File: src/rtl/shared_reg_arb.sv
// Round-robin arbitrated shared register with bounded lock/hold; grant is registered, write lands on the grant edge.
// Request-to-grant 1 cycle when free, grant-to-write 0 cycles; a granted requester dropping req_i loses the grant with no write.
module shared_reg_arb #(
  parameter int NUM_REQ  = 4,
  parameter int DATA_W   = 8,
  parameter int MAX_HOLD = 4,
  localparam int IDX_W   = $clog2(NUM_REQ)
) (
  input  logic                      clk,
  input  logic                      reset,
  input  logic [NUM_REQ-1:0]        req_i,
  input  logic [NUM_REQ-1:0]        lock_i,
  input  logic [NUM_REQ*DATA_W-1:0] data_i,
  output logic [NUM_REQ-1:0]        gnt_o,
  output logic [DATA_W-1:0]         q_o,
  output logic                      q_valid_o,
  output logic [IDX_W-1:0]          q_src_o,
  output logic                      busy_o
);

  logic [IDX_W-1:0]   ptr;
  logic [3:0]         hold_cnt;

  logic               owner_vld;
  logic [IDX_W-1:0]   owner_idx;
  logic               owner_req;
  logic               owner_lock;
  logic [DATA_W-1:0]  wr_dat;
  logic               wr_en;
  logic               hold_en;

  logic [NUM_REQ-1:0] cand;
  logic               win_vld;
  logic [IDX_W-1:0]   win_idx;
  logic [NUM_REQ-1:0] win_gnt;
  logic [IDX_W-1:0]   ptr_nxt;
  logic [IDX_W:0]     sum;
  logic [IDX_W-1:0]   pos;

  // Decode the current owner from the one-hot grant.
  always_comb begin
    owner_vld  = |gnt_o;
    owner_idx  = '0;
    owner_req  = 1'b0;
    owner_lock = 1'b0;
    wr_dat     = '0;
    for (int k = 0; k < NUM_REQ; k++) begin
      if (gnt_o[k]) begin
        owner_idx  = IDX_W'(k);
        owner_req  = req_i[k];
        owner_lock = lock_i[k];
        wr_dat     = data_i[k*DATA_W +: DATA_W];
      end
    end
  end

  assign wr_en   = owner_vld && owner_req;
  assign hold_en = wr_en && owner_lock && (hold_cnt < 4'(MAX_HOLD - 1));

  // A releasing owner is only a candidate when nobody else is asking.
  always_comb begin
    cand = req_i;
    if (owner_vld && ((req_i & ~gnt_o) != '0))
      cand = req_i & ~gnt_o;
    win_vld = 1'b0;
    win_idx = '0;
    sum     = '0;
    pos     = '0;
    for (int i = 0; i < NUM_REQ; i++) begin
      sum = {1'b0, ptr} + (IDX_W+1)'(i);
      if (sum >= (IDX_W+1)'(NUM_REQ))
        sum = sum - (IDX_W+1)'(NUM_REQ);
      pos = sum[IDX_W-1:0];
      if (!win_vld && cand[pos]) begin
        win_vld = 1'b1;
        win_idx = pos;
      end
    end
  end

  assign win_gnt = win_vld ? (NUM_REQ'(1) << win_idx) : '0;
  assign ptr_nxt = (win_idx == IDX_W'(NUM_REQ - 1)) ? '0 : win_idx + 1'b1;
  assign busy_o  = |gnt_o;

  always_ff @(posedge clk) begin
    if (reset) begin
      gnt_o     <= '0;
      q_o       <= '0;
      q_valid_o <= 1'b0;
      q_src_o   <= '0;
      ptr       <= '0;
      hold_cnt  <= '0;
    end else begin
      if (wr_en) begin
        q_o       <= wr_dat;
        q_src_o   <= owner_idx;
        q_valid_o <= 1'b1;
      end else begin
        q_valid_o <= 1'b0;
      end
      if (hold_en) begin
        hold_cnt <= hold_cnt + 4'd1;
      end else begin
        gnt_o    <= win_gnt;
        hold_cnt <= '0;
        if (win_vld)
          ptr <= ptr_nxt;
      end
    end
  end

endmodule

File: config.mk
export PLATFORM = sky130hd
export DESIGN_NAME = shared_reg_arb
export DESIGN_NICKNAME = d
export VERILOG_FILES = /design/src/rtl/shared_reg_arb.sv
export SDC_FILE = /design/constraint.sdc
export NUM_CORES = 1
export LEC_CHECK = 0
export ABC_CLOCK_PERIOD_IN_PS = 2580
export CORE_AREA = 2 2 63 65
export CTS_BUF_LIST = sky130_fd_sc_hd__clkbuf_4 sky130_fd_sc_hd__clkbuf_8 sky130_fd_sc_hd__clkbuf_16
export CTS_CLUSTER_DIAMETER = 200
export DETAILED_ROUTE_END_ITERATION = 12
export DIE_AREA = 0 0 65 67
export PLACE_DENSITY = 0.73
export SYNTH_ARGS = -nofsm -noshare
export SYNTH_HDL_FRONTEND = slang
export SYNTH_SLANG_ARGS = --single-unit
File: constraint.sdc
create_clock -name clk -period 2.58 [get_ports clk]
set_input_delay 0.258 -clock clk [delete_from_list [all_inputs] [get_ports clk]]
set_output_delay 0.258 -clock clk [all_outputs]
set_load 0.05 [all_outputs]
# Yosys cells after proc, flatten, opt, wreduce, memory -nomap -nowiden
# Cells that the tools add are included.
# totals
register_bits	21
inputBits	42
word_cells	82
out_inout_bits	16
# op_classes
add_sub_neg	9
magnitude_cmp	9
mux	39
shifts	1
n_reduce_logical	14
eq_ne	1
bitwise_logic	3
# op_table
operator	n
two-way mux 8 bit	4
two-way mux 2 bit	11
two-way mux 1 bit	18
< comparator 2 x 3 -> 1 bit (second input constant)	4
greater-or-equal comparator 3 bit (second input constant)	3
binary-select mux 1 bit (select 2 bit)	4
two-way mux 4 bit	2
subtractor 2 x 1 -> 2 bit (second input constant)	4
logical AND 1 bit	7
adder 2 x 2 -> 3 bit (second input constant)	2
adder 4 x 1 -> 4 bit (second input constant)	1
AND 4 bit	1
< comparator 4 x 2 -> 1 bit (second input constant)	1
NOT 4 bit	1
nonzero test 4 bit	1
OR reduction 4 bit	1
<< shifter 1 x 2 -> 4 bit (first input constant)	1
adder 2 x 1 -> 3 bit (second input constant)	1
greater-or-equal comparator 2 x 3 -> 1 bit (second input constant)	1
zero test 1 bit	3
adder 2 x 1 -> 2 bit (second input constant)	1
== test 2 bit (second input constant)	1
AND reduction 2 bit	1
OR reduction 2 bit	1
NOT 1 bit	1

# Longest topological paths before layout
# depth
depth_word	19
mapped_depth	11

# Least setup slack after synthesis
# Ideal clock, no wire load.
# synth_timing
path_type	reg-to-reg
from	register gnt_o[2]
to	register gnt_o[2]
path_slack_ns	0.297
arrival_time_ns	2.156
stages_incl_launch_ff	11
synth_period_minus_slack_ns	2.283
t_required_ns	2.452
setup_ns	0.128
n_path_buf	2
path_cell_list	dfxtp_1 > buf_4 > clkbuf_1 > a21boi_0 > o211ai_1 > a21oi_2 > nand2_1 > ha_1 > a21boi_0 > mux2i_1 > nor2_1
# synth_between
elab_chain_cells	19
word_cells_on_any_way	37
# synth_lines
item	line_no	rtl
from (decl)	14	output logic [NUM_REQ-1:0] gnt_o,
from (signal assigned)	104	gnt_o <= win_gnt;
NOT 4 bit	63, 64	
AND 4 bit	63, 64	
nonzero test 4 bit	63	if (owner_vld && ((req_i & ~gnt_o) != '0))
logical AND 1 bit	63	
two-way mux 4 bit	63	
binary-select mux 1 bit (select 2 bit)	74	if (!win_vld && cand[pos]) begin
two-way mux 1 bit (implied by the code)	74	
two-way mux 1 bit	74	
(+3 left out)	-	
zero test 1 bit	74	
logical AND 1 bit	74	
two-way mux 1 bit	74	
zero test 1 bit	74	
logical AND 1 bit	74	
two-way mux 2 bit	74	
<< shifter 1 x 2 -> 4 bit	81	assign win_gnt = win_vld ? (NUM_REQ'(1) << win_idx) : '0;
two-way mux 4 bit	81	
# Parallel ways exist; a longest one is shown, timed or not. The select of a mux whose other input is x is not followed.
# A chain may end at the register's enable or synchronous reset.

# Final worst setup path
# layout_timing
from	register gnt_o[3]
to	output port busy_o
# layout_between
elab_chain_cells	1
# layout_lines
item	line_no	rtl
OR reduction 4 bit	83	assign busy_o = |gnt_o;
to (decl)	18	output logic busy_o
# Every way passes these cells.

==> out/results.txt <==
result of the run -> finished clean
slew at the pin closest to its max-slew limit -> 0.6996 ns
Vias per Instance -> 5.287
Final GP Congestion -> 0.9403
share of post-route cells with drive strength above 1 -> 10.00%
clock-pin slew on the worst setup and hold paths -> 0.08 ns
number of buffers and inverters on the critical path -> 2
Inserted Clock Buffers -> 3
Post-Route Setup TNS -> 0 ns
global-route wire length before repair -> 5768 µm
area of the core -> 3606 µm²
RSZ-0062 raised after global routing -> false
setup bufs post-CTS -> 0
row count -> 22
Ys Warns -> 0
flip-flop and latch count after synthesis -> 21
post-synthesis cell area -> 1393 µm²
Worst Path Required -> 2.32 ns
maximum frequency from static timing analysis -> 428.1 MHz
critical path launch point -> gnt_o[3]
width of the die -> 65 µm
final worst path period share -> 90.53%
total number of nets in the final design -> 268
predominant post-synthesis flop cell -> dfxtp_1
clk_lat worst skew -> 0.26 ns
area share of the largest cell type after synthesis -> 30.19%
number of global-route vias before repair -> 1291
distinct cell type count of the synthesized netlist -> 42
count of antenna-violating nets left after detailed routing -> 0
number of failing hold endpoints at the final stage -> 0
die outline area -> 4355 µm²
CTS Hold Buffers Added -> 0
total gr overflow -> 0
number of enable-type register cells in the synthesized netlist -> 0
final setup skew -> 0.004405 ns
Worst IR Drop VDD -> 0.6110 mV
Top Ports -> 58
maximum single-stage delay on the critical path -> 0.70 ns
number of port buffers -> 57
critical setup path kind -> reg -> out
detailed-routing iteration count for the pre-antenna-repair pass -> 4
power per cell area -> 925.3 nW/µm²
Die Ht -> 67 µm
time the final worst path needs with I/O delays and setup -> 2.336 ns
CTS resizes -> 0
Antenna diodes -> 0
placed instance count -> 264
average wire length per cell after detail routing -> 12.80 µm
detailed placer's ending HPWL -> 2626 µm
Critical Path, Cell by Cell -> buf_4 > or2_4 > or3_1 > clkdlybuf4s50_1
final design instance area without fill -> 2048 µm²
critical path capture point type -> primary output
CTS tree -> yes
final count of pins violating max slew -> 0
Mapped Avg Cell Area -> 8.543 µm²
sequential area share after synthesis -> 30.19%
area of placed instances -> 2002 µm²
number of violations of the max-capacitance limit -> 0
Root Buffer -> clkbuf_8
Crit path max-delay family -> buffers and inverters
Hold WC Path Type -> reg -> reg
leading post-synthesis cells by cell area -> dfxtp_1, a22oi_1, mux2i_1, ha_1, nor2_1
startpoint types -> flip-flop
DRC Markers -> 0
hold_ws -> 0.4360 ns
hold wc startpoint -> hold_cnt[0]
cell at the slowest stage of the critical path -> clkdlybuf4s50_1
synth cell count leaders -> dfxtp_1, a22oi_1, nor2_1
Layout Cells excl Fill -> 268
routed wire length -> 3431 µm
total of endpoints with negative setup slack in the final report -> 0
clk buf depth -> 2
Cells after Synth -> 163
largest net degree at the start of global routing -> 20
worst path arrival time -> 2.08 ns
Reg2Reg Launch Point -> gnt_o[2]
Via Count -> 1417
count leader, synth -> dfxtp_1
initial antenna violation count -> 0
share of async-settable or async-resettable flops after synthesis -> 0%
synthesis-to-layout area growth -> 47.08%
CTS HTree Levels -> 1
number of clock sinks -> 21
Max Fanout on Critical Path -> 10
worst max-slew margin expressed relative to the limit -> 53.22%
global-route usage over all layers -> 17.15%
number of DRC markers after the initial detailed-route iteration -> 82
FILL cells -> 331
starting utilization of the core area -> 38.62%
leakage component of the power -> 0.8598 nW
post-synthesis cell type with the largest combined area -> dfxtp_1
==> metal layers <==
| metal | global-route usage (%) | share of wire [%] | vias to the layer above |
|---|---|---|---|
| li1 | - | - | 707 |
| met1 | 20.16 | 43 | 641 |
| met2 | 29.38 | 45 | 62 |
| met3 | 4.561 | 10 | 7 |
| met4 | 7.181 | 1.8 | 0 |
| met5 | 0 | 0 | - |
==> placed cells by master, fill, tap and decap left out, types with 2 or more instances in the layout <==
cell type	synthesis	layout
nor3_1	4	4
clkbuf_8	0	3
o211ai_1	2	2
nor2b_1	5	5
ha_1	5	5
nor3b_1	4	4
a21oi_2	3	3
a21o_1	4	4
conb_1	1	2
inv_1	5	5
clkdlybuf4s50_1	0	57
mux2i_1	11	11
nand2b_1	4	4
o21ai_0	10	10
a21boi_0	5	5
nand3_1	5	5
a22oi_1	17	17
dfxtp_1	21	21
and3_1	3	3
nor2_1	15	15
buf_4	2	7
nand2_1	7	7
a21oi_1	3	3
==> power breakdown <==
group	switching [mW]	total, mW	internal [mW]	leakage [nW]
clock network	0.108	0.216	0.108	0.0255
logic	0.674	1.19	0.514	0.662
registers	0.0847	0.492	0.407	0.172
total	0.866	1.90	1.03	0.860
==> registers in the layout (all words and copies together) (netlist names) <==
register,count
hold_cnt,4
gnt_o,4
q_src_o,2
ptr,2
q_o,8
q_valid_o,1
==> cell families after synthesis <==
group | count (synthesis) | synth area share, %
flip-flops | 21 | 30.19
other | 1 | 0.2693
multiplexers | 11 | 7.907
adder cells (fa/ha/maj) | 6 | 5.301
AND/OR/NAND/NOR | 55 | 21.92
buffers and inverters | 17 | 6.917
AO/OA/AOI/OAI | 52 | 27.49
==> layout make-up <==
class	count	area (µm²)	share of cell area (%)
Clock inverter	1	5.005	0.2443
Sequential cell	21	420.4	20.53
Multi-Input combinational cell	126	879.6	42.94
Clock buffer	3	41.29	2.016
Inverter	5	18.77	0.9163
Tap cell	48	60.06	2.932
Timing Repair Buffer	64	623.1	30.42
==> stage by stage <==
step                setup WS, ns  util [%]  total power, mW
finish                    0.2443     56.80            1.895
global route              0.1483     56.80            2.042
CTS                       0.2348     56.80            1.914
detailed placement        0.1364     55.52            1.685
global placement          0.1348     55.52            1.687
floorplan                 0.2969         -            1.357
==> final timing paths <==
| check | to | slack (ns) | cells past startpoint |
|---|---|---|---|
| max | busy_o | 0.24 | 4 |
| max reg2reg | gnt_o[1] | 0.33 | 9 |
| min reg2reg | hold_cnt[0] | 0.44 | 1 |
| min | hold_cnt[0] | 0.44 | 1 |
(Power assumes the default switching activity.)
